$ cat config.mk
export PLATFORM = sky130hd
export DESIGN_NAME = ball_ctrl
export DESIGN_NICKNAME = d
export VERILOG_FILES = /design/src/rtl/ball_ctrl.sv
export SDC_FILE = /design/constraint.sdc
export NUM_CORES = 1
export LEC_CHECK = 0
export CAP_MARGIN = 20
export CORE_AREA = 8 8 78 149
export DETAILED_ROUTE_END_ITERATION = 10
export DIE_AREA = 0 0 86 157
export GPL_ROUTABILITY_DRIVEN = 0
export MAX_ROUTING_LAYER = met4
export PLACE_DENSITY = 0.71
export SETUP_SLACK_MARGIN = 0.02
export SLEW_MARGIN = 15
export SYNTH_ARGS = -nofsm -noshare
export SYNTH_HDL_FRONTEND = slang
export SYNTH_SLANG_ARGS = --single-unit
$ cat constraint.sdc
create_clock -name clk -period 11.4 [get_ports clk]
set_input_delay 1.14 -clock clk [delete_from_list [all_inputs] [get_ports clk]]
set_output_delay 1.14 -clock clk [all_outputs]
set_load 0.01 [all_outputs]
$ cat src/rtl/ball_ctrl.sv
// Pong game logic: advances the ball once per frame, bounces it off walls and paddles,
// keeps score and sequences serve / play / scored / game-over.
module ball_ctrl #(
  parameter int H_ACTIVE     = 640,
  parameter int V_ACTIVE     = 480,
  parameter int BALL_SIZE    = 8,
  parameter int BALL_SPEED   = 4,
  parameter int PADDLE_H     = 64,
  parameter int PADDLE_W     = 8,
  parameter int PADDLE_L_X   = 16,
  parameter int PADDLE_R_X   = 616,
  parameter int SERVE_FRAMES = 60,
  parameter int WIN_SCORE    = 9
) (
  input  logic        clk,
  input  logic        rst,
  input  logic [9:0]  hcnt,
  input  logic [9:0]  vcnt,
  input  logic [19:0] ppos,
  output logic [19:0] ball,
  output logic [7:0]  score,
  output logic        play_active,
  output logic        game_over
);

  localparam int CNT_W = $clog2(SERVE_FRAMES);

  localparam logic [9:0] CTR_X = 10'((H_ACTIVE - BALL_SIZE) / 2);
  localparam logic [9:0] CTR_Y = 10'((V_ACTIVE - BALL_SIZE) / 2);
  localparam logic [3:0] WIN   = 4'(WIN_SCORE);

  localparam logic signed [11:0] SPD    = 12'(BALL_SPEED);
  localparam logic signed [11:0] BSZ    = 12'(BALL_SIZE);
  localparam logic signed [11:0] PH     = 12'(PADDLE_H);
  localparam logic signed [11:0] X_MAX  = 12'(H_ACTIVE - BALL_SIZE);
  localparam logic signed [11:0] Y_MAX  = 12'(V_ACTIVE - BALL_SIZE);
  localparam logic signed [11:0] L_X    = 12'(PADDLE_L_X);
  localparam logic signed [11:0] L_FACE = 12'(PADDLE_L_X + PADDLE_W);
  localparam logic signed [11:0] R_X    = 12'(PADDLE_R_X);
  localparam logic signed [11:0] R_BACK = 12'(PADDLE_R_X + PADDLE_W);

  typedef enum logic [1:0] {SERVE, PLAY, SCORED, GAMEOVER} state_t;

  state_t           state, state_n;
  logic [CNT_W-1:0] cnt, cnt_n;
  logic [9:0]       ball_x, ball_x_n, ball_y, ball_y_n;
  logic             vx_neg, vx_neg_n, vy_neg, vy_neg_n;
  logic [3:0]       p1score, p1score_n, p2score, p2score_n;
  logic             p1_lost, p1_lost_n;

  logic                tick;
  logic signed [11:0]  nx, ny, p1_top, p2_top;
  logic                hit_l, hit_r;

  assign tick = (hcnt == 10'd0) && (vcnt == 10'(V_ACTIVE));

  // Candidate position and paddle contact tests; 12-bit signed so an edge overshoot stays negative.
  assign nx     = $signed({2'b00, ball_x}) + (vx_neg ? -SPD : SPD);
  assign ny     = $signed({2'b00, ball_y}) + (vy_neg ? -SPD : SPD);
  assign p1_top = $signed({2'b00, ppos[9:0]});
  assign p2_top = $signed({2'b00, ppos[19:10]});
  assign hit_l  = vx_neg && (nx <= L_FACE) && (nx + BSZ > L_X)
                  && (ny + BSZ > p1_top) && (ny < p1_top + PH);
  assign hit_r  = !vx_neg && (nx + BSZ >= R_X) && (nx < R_BACK)
                  && (ny + BSZ > p2_top) && (ny < p2_top + PH);

  // NOTE: every next-state variable is defaulted first, so no path leaves one unassigned (no latch).
  always_comb begin
    state_n   = state;
    cnt_n     = cnt;
    ball_x_n  = ball_x;
    ball_y_n  = ball_y;
    vx_neg_n  = vx_neg;
    vy_neg_n  = vy_neg;
    p1score_n = p1score;
    p2score_n = p2score;
    p1_lost_n = p1_lost;
    if (tick) begin
      unique case (state)
        SERVE: begin
          if (cnt == CNT_W'(SERVE_FRAMES - 1)) begin
            state_n = PLAY;
            cnt_n   = '0;
          end else begin
            cnt_n = cnt + 1'b1;
          end
        end
        PLAY: begin
          ball_y_n = ny[9:0];
          if (ny < 12'sd0) begin
            ball_y_n = '0;
            vy_neg_n = 1'b0;
          end else if (ny > Y_MAX) begin
            ball_y_n = Y_MAX[9:0];
            vy_neg_n = 1'b1;
          end
          // A missed ball keeps its x; only y follows the wall rule on that tick.
          if (hit_l) begin
            ball_x_n = L_FACE[9:0];
            vx_neg_n = 1'b0;
          end else if (hit_r) begin
            ball_x_n = 10'(PADDLE_R_X - BALL_SIZE);
            vx_neg_n = 1'b1;
          end else if (nx < 12'sd0) begin
            if (p2score != WIN) p2score_n = p2score + 1'b1;
            p1_lost_n = 1'b1;
            state_n   = SCORED;
          end else if (nx > X_MAX) begin
            if (p1score != WIN) p1score_n = p1score + 1'b1;
            p1_lost_n = 1'b0;
            state_n   = SCORED;
          end else begin
            ball_x_n = nx[9:0];
          end
        end
        SCORED: begin
          if (p1score == WIN || p2score == WIN) begin
            state_n = GAMEOVER;
          end else begin
            ball_x_n = CTR_X;
            ball_y_n = CTR_Y;
            vx_neg_n = p1_lost;
            state_n  = SERVE;
          end
        end
        GAMEOVER: ;
        default: state_n = SERVE;
      endcase
    end
  end

  // NOTE: registers use non-blocking assignment so every flop samples pre-edge values.
  always_ff @(posedge clk) begin
    if (!rst) begin
      state   <= SERVE;
      cnt     <= '0;
      ball_x  <= CTR_X;
      ball_y  <= CTR_Y;
      vx_neg  <= 1'b0;
      vy_neg  <= 1'b0;
      p1score <= '0;
      p2score <= '0;
      p1_lost <= 1'b0;
    end else begin
      state   <= state_n;
      cnt     <= cnt_n;
      ball_x  <= ball_x_n;
      ball_y  <= ball_y_n;
      vx_neg  <= vx_neg_n;
      vy_neg  <= vy_neg_n;
      p1score <= p1score_n;
      p2score <= p2score_n;
      p1_lost <= p1_lost_n;
    end
  end

  assign ball        = {ball_x, ball_y};
  assign score       = {p2score, p1score};
  assign play_active = (state == PLAY);
  assign game_over   = (state == GAMEOVER);

endmodule
# After elaboration in Yosys (flattened, before gate mapping)
# Index checks and enable logic that the tools add are counted.
[word_totals]
ff_bits = 39
output_inout_bits = 30
[op_classes]
addsub = 9
order_cmp = 12
n_eq_ne = 17
muxes = 28
bitwise = 3
n_reduce_logical = 26
[op_table]
columns = ["operator", "n"]
rows = [
  ["two-way mux 10 bit", 8],
  ["case mux 10 bit (2 select lines)", 2],
  ["adder 11 x 12 -> 12 bit", 2],
  ["adder 12 x 5 -> 12 bit, second input constant", 2],
  ["greater-than comparator 12 x 11 -> 1 bit", 2],
  ["less-than comparator 12 x 1 -> 1 bit, second input constant", 2],
  ["less-than comparator 12 bit", 2],
  ["two-way mux 12 bit", 2],
  ["adder 10 x 7 -> 11 bit, second input constant", 2],
  ["!= test 4 bit, second input constant", 4],
  [">= comparator 12 x 11 -> 1 bit, second input constant", 1],
  ["greater-than comparator 12 x 10 -> 1 bit, second input constant", 1],
  ["greater-than comparator 12 x 11 -> 1 bit, second input constant", 1],
  ["greater-than comparator 12 x 6 -> 1 bit, second input constant", 1],
  ["<= comparator 12 x 6 -> 1 bit, second input constant", 1],
  ["less-than comparator 12 x 11 -> 1 bit, second input constant", 1],
  ["two-way mux 2 bit", 6],
  ["AND reduction 6 bit", 2],
  ["equality test 10 x 9 -> 1 bit, second input constant", 1],
  ["zero test 10 bit", 1],
  ["AND reduction 5 bit", 2],
  ["logical AND 1 bit", 9],
  ["adder 4 x 1 -> 4 bit, second input constant", 2],
  ["equality test 4 bit, second input constant", 2],
  ["other kinds (20)", 36],
]

# Depth between registers and ports, before layout
# Gate-level depths: netlist of the first run.
[depth]
word_depth = 11
ltp_mapped = 18
depth_no_buf = 17

# Worst setup path after synthesis of the first run
# OpenSTA, ideal clock, no wires.
[synth_path]
path_type = "flip-flop to flip-flop"
from = "register vy_neg"
to = "register ball_x[3]"
setup_time_ns = 0.125
arrival_time_ns = 4.102
slack_ns = 7.173
stages_incl_launch_ff = 19
n_path_buf = 2
period_less_slack_ns = 4.227
path_cell_list = "dfxtp_1 ha_1 xor2_1 ha_1 o21ai_0 nor4_1 and3_1 xnor2_1 ha_1 nand4_1 nor2_1 a221oi_1 a41oi_1 o21ba_2 or2_1 buf_2 a41o_1 buf_4 mux2i_1"
[synth_between]
elab_chain_len = 9
word_cells_on_any_way = 17
cone_classes = "add/sub (2); order compare (4); eq/ne (2); mux (4); reduce/logical (5)"
[synth_rtl]
columns = ["element", "line", "source"]
rows = [
  ["from (decl)", "47", "logic vx_neg, vx_neg_n, vy_neg, vy_neg_n;"],
  ["from (signal assigned)", "150", "vy_neg <= vy_neg_n;"],
  ["two-way mux 12 bit (*)", "59", "assign ny = $signed({2'b00, ball_y}) + (vy_neg ? -SPD : SPD);"],
  ["adder 11 x 12 -> 12 bit (*)", "59", ""],
  ["adder 12 x 5 -> 12 bit", "63, 65", ""],
  ["greater-than comparator 12 x 11 -> 1 bit", "65", "&& (ny + BSZ > p2_top) && (ny < p2_top + PH);"],
  ["logical AND 1 bit (2 in a row)", "65", ""],
  ["two-way mux 10 bit", "101", "end else if (hit_r) begin"],
  ["two-way mux 10 bit", "98", "if (hit_l) begin"],
  ["case mux 10 bit (2 select lines)", "79", "unique case (state)"],
  ["to (signal assigned)", "147", "ball_x <= ball_x_n;"],
  ["to (decl)", "46", "logic [9:0] ball_x, ball_x_n, ball_y, ball_y_n;"],
]
# Every way passes the cells marked *; elsewhere a longest branch is shown, timed or not.
# A chain may end at the register's enable or synchronous reset.

# Worst setup path in the final report of the first run
# Same ends and word-level chain as after synthesis.

==> results of run 1 <==
[sequential cells by signal, indices dropped and copies added, names as in the netlist]
signal,cells
p1score,4
cnt,6
vy_neg,1
ball_x,8
ball_y,8
p2score,4
p1_lost,1
state,2
vx_neg,1
[Yosys cell counts, drive strengths merged, types with 3 or more instances]
cell     instances
a2111oi          4
a211o            3
a211oi          11
a21o            14
a21oi           33
a221oi           4
a311oi           4
and3             8
buf              8
clkbuf           9
dfxtp           35
ha              66
inv             42
mux2i           14
nand2           36
nand2b          10
nand3           19
nand4            8
nor2            51
nor2b            4
nor3             9
nor4            11
o2111ai          3
o211ai          10
o21a             5
o21ai           29
o21bai           4
o31ai            3
o32ai            3
o41ai            3
or2              6
or3              5
or4              3
xnor2           15
xor2             9
[logic make-up after synthesis]
family	Yosys count	share of synthesized area [%]
adders and majority gates	68	20.2
AOI/OAI and AO/OA	157	26.5
buffers and inverters	60	6.07
DFF	35	16.4
other	1	0.0875
and+or+nand+nor	183	22.2
xor gates and xnor gates	24	5.08
muxes	15	3.53
[worst max-delay path by stage]
stage / start / end
after floorplan: vy_neg / ball_x[3]
after global placement: vy_neg / state[0]
after detailed placement: vy_neg / ball_x[5]
after CTS: vy_neg / ball_x[3]
after global routing: vy_neg / ball_x[3]
final: vy_neg / ball_x[3]
[metal layers]
metal  share of wire, %  vias up  global-route usage [%]
li1                   -     2132                       -
met1                 36     2022                    17.6
met2                 55      142                    37.7
met3                3.5       50                    2.82
met4                5.7        0                    13.2
met5                  0        -                       -
[placed cells by master (no fill, tap or decap), types with 14 or more instances in the layout]
cell	count
clkdlybuf4s50_1	67
ha_1	66
nor2_1	51
inv_1	42
nand2_1	36
dfxtp_1	35
a21oi_1	32
o21ai_0	27
nand3_1	19
xnor2_1	14
mux2i_1	14
[power groups by stage]
stage / clock [uW] / combinational (uW) / sequential (uW)
2_1_floorplan: 0 / 20.4 / 125
3_3_place_gp: 0 / 39.5 / 125
3_5_place_dp: 0 / 40.2 / 125
4_1_cts: 136 / 40.6 / 122
5_1_grt: 142 / 45.3 / 122
6_report: 133 / 40.5 / 122
[final cells by class]
| class | instances | area share, % |
|---|---|---|
| Clock inverter | 1 | 0.0967 |
| Multi-Input combinational cell | 451 | 64.4 |
| Tap cell | 132 | 3.19 |
| Timing Repair Buffer | 67 | 13.0 |
| Sequential cell | 35 | 13.5 |
| Inverter | 43 | 3.12 |
| Clock buffer | 6 | 2.68 |
[tightest hold or removal path: stages, from the launching register on]
cell and delay (ps):
dfxtp_1 320, o41ai_1 60, a21oi_1 60
[per-stage QoR]
| step | power [uW] | hold slack (ps) | worst slack (ps) | instance area, sq um | instances |
|---|---|---|---|---|---|
| after floorplan | 145 | 442 | 7170 | 4300 | 546 |
| after global placement | 164 | 462 | 6670 | 5030 | 728 |
| after CTS | 299 | 486 | 6390 | 5180 | 735 |
| after detailed placement | 165 | 481 | 6420 | 5030 | 728 |
| final | 296 | 490 | 6330 | 5180 | 735 |
| after global routing | 310 | 505 | 5880 | 5180 | 735 |
==> key figures, run 1 <==
Timing
  – Fin crit share: between 40% and 50%
  – Worst Tran Pin Value: between 900 and 1000 ps
  – Tmin final: roughly 5000 ps
  – Setup Skew: 3.26 ps
  – Final Hold Fails: 0
  – Max_slew headroom: a little under two fifths
  – RSZ-0062 raised after global routing: false
  – Fmax: around 200 MHz
  – Slew Limit Fails: 0
  – Final setup viols: 0
  – Setup TNS: 0 ps

Critical path
  – R2r endpoint: ball_x[3]
  – Crit path buf inv count: 0
  – Worst-path cell with the longest stage delay: dfxtp_1
  – Crit end category: flip-flop
  – Reg-to-Reg Start: vy_neg
  – CP peak stage delay: 660 ps
  – Most used cell, CP: o21ai_0
  – CP cell instances: ha_1 -> xor2_1 -> ha_1 -> o21ai_0 -> nor4_1 -> and3_1 -> xnor2_1 -> ha_1 -> nand2_1 -> nor2_1 -> o21ai_0 -> o21ai_0 -> o21ai_0 -> a21boi_2 -> nand4_1 -> a41o_1 -> mux2i_1
  – Critical path depth: 17
  – Data required, critical path: 11,550 ps
  – Worst R2R Setup Slack: between 6000 and 7000 ps
  – Critical path's top delay family: simple AND/OR/NAND/NOR gates
  – Worst Path Class, Setup: reg -> reg
  – FF-to-FF path depth: 17
  – CP Launch Type: flip-flop
  – Critical path peak fanout: 15
  – Worst EP arrival: approximately 5200 ps

Power and ir drop
  – Pwr dens: 57.1 nW/um^2
  – Leak Pwr: between 0.002 and 0.0025 uW
  – Worst VDD drop: between 0.07 and 0.08 mV
  – Power share of the combinational group: a little over an eighth
  – NetSw: 65.5 uW
  – Sw frac: between 20% and 30%
  – Seq pwr share: 41.4%
  – Clock power frac: roughly 45%
  – Internal Pwr Total: between 200 and 250 uW

Die
  – Core box area: between 9000 and 10,000 sq um
  – Starting Density: between 40 and 50%
  – Die Wd: 86 um
  – Site Rows: 51
  – Total Die Area: approximately 14,000 sq um
  – Die Ht: 157 um
  – I/O pin cnt: between 70 and 80

Worst hold path
  – Hold endpoint: p1_lost
  – Worst hold path stage count: 2
  – Hold path startpoint: p1_lost
  – Min-Delay Path Class: reg -> reg

Finish
  – Final nets: slightly above 700
  – Register area: between 700 and 800 sq um
  – Number of diodes: 0
  – Final core occ: a little over half
  – Fillers: slightly above 900
  – Multi-input gate area: roughly 3300 sq um
  – Layout cells sized above 1: approximately 5.5%
  – Area Overhead vs Synth: 20.8%

Synthesis
  – Synth area leader: ha_1
  – Top-area cell type share of the netlist area: 19.3%
  – Synth cell types: 83
  – Synth Instances: between 500 and 600
  – Fraction of registers with async set or reset after synthesis: 0%
  – Syn Area/Cell: just under 8 sq um
  – Dominant synthesized flop cell: dfxtp_1
  – Yosys reg bits: 35
  – Area contributors post-synth: ha_1, dfxtp_1, nor2_1
  – Netlist Area Pre-Place: 4280 sq um
  – Post-synth EDFFs: 0
  – Sequential share of the synthesized area: 16.4%
  – Ys Warns: 0

CTS
  – Postcts setup bufs: 0
  – Num CTS Buffers: 5
  – Clock latency on the worst-skew pair: 280 ps
  – Clk pin slew, worst setup/hold paths: 50 ps
  – H-tree levels: 2
  – Clk root buf: clkbuf_16
  – Clock Sinks: 35
  – TritonCTS clock tree: built
  – Cts hold-fix bufs: 0
  – Post_cts resized: 0
  – Clock tree buffer depth: 2

Global routing
  – Global Route Usage Sum: between 10% and 20%
  – Pin count of the biggest net entering global routing: 25
  – Global route overflow: 0
  – First-pass GRT wire length: 21,400 um
  – Vias in the first global route: roughly 4,700
  – Initial antenna violation count: 0

Status
  – Status: finished, final reports clean

Drt
  – WL/cell: roughly 18 um
  – Total wire length: 12,900 um
  – First DRT Iteration DRCs: 208
  – Drt via density: between 5 and 6
  – Post-route ant nets: 0
  – DR pass1 iterations: 4
  – Drc violations: 0
  – Total vias in the final route: around 4,300

Place
  – DP HPWL: around 11,000 um
  – Port-buffer cells: 67

Run
  – # Max-Cap Violations: 0
No activity file was read; power rests on OpenSTA's default activity.
==> run 2, diff against run 1 <==
--- a/config.mk
+++ b/config.mk
@@ -11,7 +11,7 @@
 export DIE_AREA = 0 0 86 157
 export GPL_ROUTABILITY_DRIVEN = 0
 export MAX_ROUTING_LAYER = met4
-export PLACE_DENSITY = 0.71
+export PLACE_DENSITY = 0.73
 export SETUP_SLACK_MARGIN = 0.02
 export SLEW_MARGIN = 15
 export SYNTH_ARGS = -nofsm -noshare
==> constraint.sdc (replaced) <==
create_clock -name clk -period 4.5 [get_ports clk]
set_input_delay 0.45 -clock clk [delete_from_list [all_inputs] [get_ports clk]]
set_output_delay 0.45 -clock clk [all_outputs]
set_load 0.01 [all_outputs]
==> run 2 against run 1 <==
  * Critical path depth increased by 1
  * Clock power rose to 2.7 times the previous value
  * Combinational power rose to 2.6 times the previous value
  * Via count up 2.5%
  * Sequential power rose to 2.5 times the previous value
  * Core utilization grew 1.9 points
  * Largest cell class unchanged
  * Highest routed layer unchanged
==> key figures, run 2 (same netlist as run 1, synthesis figures left out) <==
Status
  – Status: finished, final reports clean

Die
  – Starting Density: 44.5%
  – Site Rows: between 50 and 60
  – Die Ht: 157 um
  – Core box area: between 9000 and 10,000 sq um
  – I/O pin cnt: 72
  – Die Wd: roughly 86 um
  – Total Die Area: approximately 14,000 sq um

Critical path
  – Data required, critical path: approximately 4700 ps
  – CP cell instances: fa_1 -> xor2_2 -> ha_1 -> o21ai_0 -> nor4_1 -> buf_4 -> and3_1 -> xnor2_2 -> ha_1 -> nand2_1 -> nor2_1 -> o21ai_0 -> o21ai_0 -> a211oi_1 -> nor2_1 -> and4_4 -> or4_1 -> a21oi_1
  – CP Launch Type: flip-flop
  – Crit end category: flip-flop
  – Worst Path Class, Setup: reg -> reg
  – Most used cell, CP: o21ai_0
  – Worst-path cell with the longest stage delay: or4_1
  – Worst EP arrival: approximately 4500 ps
  – Critical path peak fanout: 13
  – CP peak stage delay: about 500 ps

CTS
  – Cts hold-fix bufs: 0
  – Clock latency on the worst-skew pair: 280 ps
  – Num CTS Buffers: 5
  – Clock Sinks: 35
  – TritonCTS clock tree: built
  – Clk root buf: clkbuf_16
  – H-tree levels: 2
  – Clk pin slew, worst setup/hold paths: ~60 ps
  – Post_cts resized: 0
  – Postcts setup bufs: 0
  – Clock tree buffer depth: 2

Global routing
  – Global route overflow: 0
  – First-pass GRT wire length: 21,400 um
  – Initial antenna violation count: 0
  – Vias in the first global route: between 4,000 and 5,000
  – Pin count of the biggest net entering global routing: 25
  – Global Route Usage Sum: between 20% and 30%

Place
  – DP HPWL: 10,900 um
  – Placed Area: 5170 sq um
  – Port-buffer cells: 67

Finish
  – Area Overhead vs Synth: 25.0%
  – Design area: 5360 sq um
  – Layout cells sized above 1: a little under a tenth
  – Register area: 702 sq um
  – Top flop regs: ball_x (8), ball_y (8), cnt (6)
  – Multi-input gate area: roughly 3400 sq um
  – Most frequent cells in the layout: clkdlybuf4s50_1, ha_1, nor2_1
  – Most common cell after layout, fill and taps aside: clkdlybuf4s50_1
  – Final nets: about 730
  – Number of diodes: 0
  – Fillers: 893

Drt
  – Drt via density: just under 6
  – Drc violations: 0
  – DR pass1 iterations: 5
  – Total wire length: around 13,000 um
  – WL/cell: between 15 and 20 um
  – Total vias in the final route: roughly 4,500
  – First DRT Iteration DRCs: about 160
  – Post-route ant nets: 0

Timing
  – Fin crit share: between 90% and 100%
  – RSZ-0062 raised after global routing: false
  – Slew Limit Fails: 0
  – Worst Tran Pin Value: approximately 860 ps
  – Final setup viols: 0
  – Setup Skew: between 4 and 5 ps
  – Final Hold Fails: 0
  – Tmin final: approximately 4300 ps
  – Fmax: roughly 230 MHz
  – Max_slew headroom: around two fifths
  – Setup TNS: 0 ps

Power and ir drop
  – Worst VDD drop: 0.191 mV
  – Leak Pwr: approximately 0.0023 uW
  – Pwr dens: around 150 nW/um^2

Run
  – # Max-Cap Violations: 0

Worst hold path
  – Min-Delay Path Class: reg -> reg
run 2: changes by cell type in the layout (fill, tap and decap cells not counted), sizes merged:
| cell | previous run | this run |
|---|---|---|
| buf | 0 | 18 |
| clkbuf | 6 | 8 |
| clkinv | 2 | 1 |
run 2: per-layer routing:
layer  GRT usage (%)  vias up  wire length [um]
met5               -        -                 0
met2            39.5      138              7480
met3            2.14       49               354
met1            17.3     2094              4650
li1                -     2172                 -
met4            12.5        0               724
run 2: through the flow:
stage / total power (uW) / util [%] / std cells / worst slack (ps) / hold slack, ps
2_1_floorplan: 368 / - / 546 / 273 / 442
3_3_place_gp: 418 / 53.6 / 746 / 289 / 457
3_5_place_dp: 420 / 53.6 / 746 / 202 / 461
4_1_cts: 781 / 55.3 / 754 / 129 / 469
5_1_grt: 803 / 55.6 / 754 / 20.2 / 486
6_report: 777 / 55.6 / 754 / 242 / 477
run 2: path summary, 6_finish.rpt:
path | startpoint | depth (start not counted) | end | slack (ps)
setup / recovery | ball_y[3] | 18 | p2score[1] | 240
hold / removal | p1_lost | 2 | p1_lost | 480
setup reg to reg | ball_y[3] | 18 | p2score[1] | 240
hold reg to reg | p1_lost | 2 | p1_lost | 480
run 2: layout make-up:
cell class / instances / area share [%]
Tap cell: 132 / 3.08
Clock buffer: 8 / 2.92
Inverter: 43 / 3.01
Timing Repair Buffer: 85 / 15.0
Multi-Input combinational cell: 451 / 62.8
Sequential cell: 35 / 13.1
run 2: worst max-delay path: cells and delay by family (launching register included):
kind | cells | cell delay [ps]
fa+ha+maj | 3 | 950
flops | 1 | 340
xor+xnor | 2 | 370
simple gates | 7 | 1520
buf+inv | 1 | 210
compound gates | 5 | 780
run 2: power breakdown:
group	switching, uW	internal (uW)
sequential	0.0000175	310
clock	127	236
combinational	46.9	58.0
==> run 3, diff against run 2 <==
==> config.mk (replaced) <==
export PLATFORM = sky130hd
export DESIGN_NAME = ball_ctrl
export DESIGN_NICKNAME = d
export VERILOG_FILES = /design/src/rtl/ball_ctrl.sv
export SDC_FILE = /design/constraint.sdc
export NUM_CORES = 1
export LEC_CHECK = 0
export ABC_AREA = 1
export CAP_MARGIN = 20
export CORE_AREA = 8 8 81 155
export DETAILED_ROUTE_END_ITERATION = 10
export DIE_AREA = 0 0 89 163
export GPL_ROUTABILITY_DRIVEN = 0
export MAX_ROUTING_LAYER = met4
export PLACE_DENSITY = 0.72
export SETUP_SLACK_MARGIN = 0.02
export SLEW_MARGIN = 10
export SYNTH_ARGS = -nofsm -noshare
export SYNTH_HDL_FRONTEND = slang
export SYNTH_SLANG_ARGS = --single-unit
==> run 3 against run 2 <==
  * Via count grew 12%
  * Clock power grew 7.2%
  * Combinational power is essentially flat
  * Register-to-register slack gained 160 ps
  * Non-clock buffer count shrank 18
  * First-iteration DRC count grew 79%
  * Global-route usage shrank 1.2 points
  * Routed wire length is essentially flat
  * Maximum frequency grew 4.0%
  * Count of clock-buffer cells in the layout shrank 3
  * Synthesized cell count grew 40%
  * Core utilization shrank 2.2 points
  * Critical endpoint is now ball_x[3]
==> key figures, run 3 <==
Global routing
  – Global route overflow: 0
  – Pin count of the biggest net entering global routing: 24
  – Global Route Usage Sum: between 10% and 20%
  – First-pass GRT wire length: about 21,000 um
  – Initial antenna violation count: 0
  – Vias in the first global route: around 5,000

Synthesis
  – Netlist Area Pre-Place: around 4600 sq um
  – Yosys reg bits: 35
  – Top-area cell type share of the netlist area: about 18%
  – Syn Area/Cell: roughly 6 sq um
  – Simple-gate share of the synthesized area: 42.5%
  – Dominant synthesized flop cell: dfxtp_1
  – Ys Warns: 0
  – Post-Synth XOR/XNOR Area: between 4 and 5%
  – Largest family of logic cells by synthesized area: simple AND/OR/NAND/NOR gates
  – Synth cell types: 40
  – Post-Synth Adder-Cell Area: approximately a fifth
  – Fraction of registers with async set or reset after synthesis: 0%
  – Synth area leader: ha_1
  – Sequential share of the synthesized area: 15.1%
  – Top-count cell post-synth: nand2_1
  – Synth Instances: between 700 and 800
  – Post-synthesis mux area share: 0%
  – Synth Area in Compound Gates: under 10%
  – Post-synth EDFFs: 0
  – Area contributors post-synth: ha_1, nand2_1, dfxtp_1
  – List of most frequent post-synthesis cells: nand2_1, inv_1, nor2_1

Die
  – Core box area: roughly 10,000 sq um
  – Die Wd: 89 um
  – Die Ht: 163 um
  – I/O pin cnt: between 70 and 80
  – Site Rows: 53
  – Total Die Area: 14,500 sq um
  – Starting Density: between 40% and 50%

Critical path
  – Worst Path Class, Setup: reg -> reg
  – Most used cell, CP: nand2_1
  – Data required, critical path: between 4000 and 5000 ps
  – Critical path's top delay family: simple AND/OR/NAND/NOR gates
  – Worst R2R Setup Slack: a little over 400 ps
  – CP cell instances: fa_1 -> xnor2_1 -> inv_1 -> ha_1 -> nand2_1 -> nor2_4 -> xor2_1 -> inv_1 -> ha_1 -> nand2_1 -> nor2_1 -> a211oi_1 -> o2111ai_1 -> nor2_1 -> nor2_2 -> nand2_2 -> nand2_1 -> nor2_8 -> nor2_8 -> nand2_1 -> nand3_1
  – CP Launch Type: flip-flop
  – Worst EP arrival: approximately 4200 ps
  – CP peak stage delay: ~540 ps
  – Crit end category: flip-flop
  – Crit path buf inv count: 2
  – Worst-path cell with the longest stage delay: fa_1
  – Critical path peak fanout: 11

Finish
  – Final cell count without fillers: 964
  – Number of diodes: 0
  – Top flop regs: ball_x (8), ball_y (8), cnt (6)
  – Final nets: 936
  – Register area: around 700 sq um
  – Most frequent cells in the layout: nand2_1, inv_1, nor2_1
  – Most common cell after layout, fill and taps aside: nand2_1
  – Area Overhead vs Synth: 20.8%
  – Final core occ: 53.4%
  – Fillers: 1,121
  – Multi-input gate area: 3420 sq um
  – Layout cells sized above 1: approximately 6.4%

Drt
  – Drc violations: 0
  – Total wire length: between 10,000 and 15,000 um
  – First DRT Iteration DRCs: about 280
  – Total vias in the final route: roughly 5,000
  – Post-route ant nets: 0
  – DR pass1 iterations: 7
  – WL/cell: 13.7 um
  – Drt via density: about 5.2

Power and ir drop
  – Worst VDD drop: 0.212 mV
  – Pwr dens: around 140 nW/um^2
  – Leak Pwr: roughly 0.003 uW
  – Total power: 806 uW

Timing
  – Worst Tran Pin Value: about 880 ps
  – Tmin final: roughly 4000 ps
  – Setup Skew: around 5.4 ps
  – Setup TNS: 0 ps
  – Final Hold Fails: 0
  – Fin crit share: between 90% and 100%
  – Max_slew headroom: between 40% and 50%
  – Final setup viols: 0
  – RSZ-0062 raised after global routing: false
  – Slew Limit Fails: 0
  – Fmax: approximately 240 MHz

CTS
  – TritonCTS clock tree: built
  – Clock latency on the worst-skew pair: roughly 280 ps
  – Clock Sinks: 35
  – H-tree levels: 2
  – Clk root buf: clkbuf_16
  – Postcts setup bufs: 0
  – Num CTS Buffers: 5
  – Clk pin slew, worst setup/hold paths: about 50 ps
  – Clock tree buffer depth: 2

Run
  – # Max-Cap Violations: 0

Status
  – Status: finished, final reports clean

Place
  – Port-buffer cells: 67
  – Placed Cells: approximately 960
  – DP HPWL: about 11,000 um

Worst hold path
  – Min-Delay Path Class: reg -> reg
-- run 3: cell count changes in the layout (fill, tap and decap cells not counted), moves of 10 or more --
cell	before	now
o211ai_1	10	0
mux2i_1	14	0
nand3_1	19	75
a21o_1	12	1
nor2_1	51	78
nand2b_1	10	0
inv_1	42	114
buf_4	18	0
nand2_1	36	205
nand4_1	7	22
nand2_2	0	13
-- run 3: layout make-up --
cell class	count	area share, %
Multi-Input combinational cell	594	61.1
Sequential cell	35	12.5
Inverter	123	8.30
Clock inverter	3	0.783
Tap cell	137	3.06
Timing Repair Buffer	67	12.0
Clock buffer	5	2.24
-- run 3: worst paths after layout --
kind / start / endpoint / cells after the start
max: ball_y[2] / ball_x[3] / 21
min: p1_lost / p1_lost / 2
max reg2reg: ball_y[2] / ball_x[3] / 21
min reg2reg: p1_lost / p1_lost / 2
-- run 3: timing repair --
item	CTS	global route
hold endpoints to repair	0	0
hold buffers	0	0
gates resized for setup	0	1
setup endpoints to repair	0	5
-- run 3: metal layers --
metal	GRT usage [%]	part of all wire, %
met2	36.2	54
met5	-	0
met3	2.07	3.4
met1	16.4	36
met4	11.6	6.0
-- run 3: logic make-up after synthesis --
| group | after synthesis |
|---|---|
| DFF | 35 |
| buffers and inverters | 132 |
| xor gates and xnor gates | 21 |
| AOI/OAI and AO/OA | 67 |
| adders and majority gates | 68 |
| other | 1 |
| and+or+nand+nor | 434 |
-- run 3: worst reg2reg max path, cell delays in order (launching register included) --
cell       delay [ps]
dfxtp_1           450
fa_1              540
xnor2_1           260
inv_1             170
ha_1              250
nand2_1           120
nor2_4             60
xor2_1            250
inv_1             120
ha_1              300
nand2_1           100
nor2_1             50
a211oi_1          200
o2111ai_1         120
nor2_1            140
nor2_2             70
nand2_2           210
nand2_1           180
nor2_8            150
nor2_8             60
nand2_1            60
nand3_1            70
-- run 3: power by group --
part	internal (uW)	switching (uW)
clock	261	128
combinational	56.2	51.2
sequential	310	0.0000389
-- run 3: stage by stage --
stage               area (sq um)  hold WS, ps  setup WS [ps]
global route                5590          523            111
finish                      5590          476            405
CTS                         5590          473            394
floorplan                   4640          450           1140
global placement            5420          464            444
detailed placement          5420          465            399
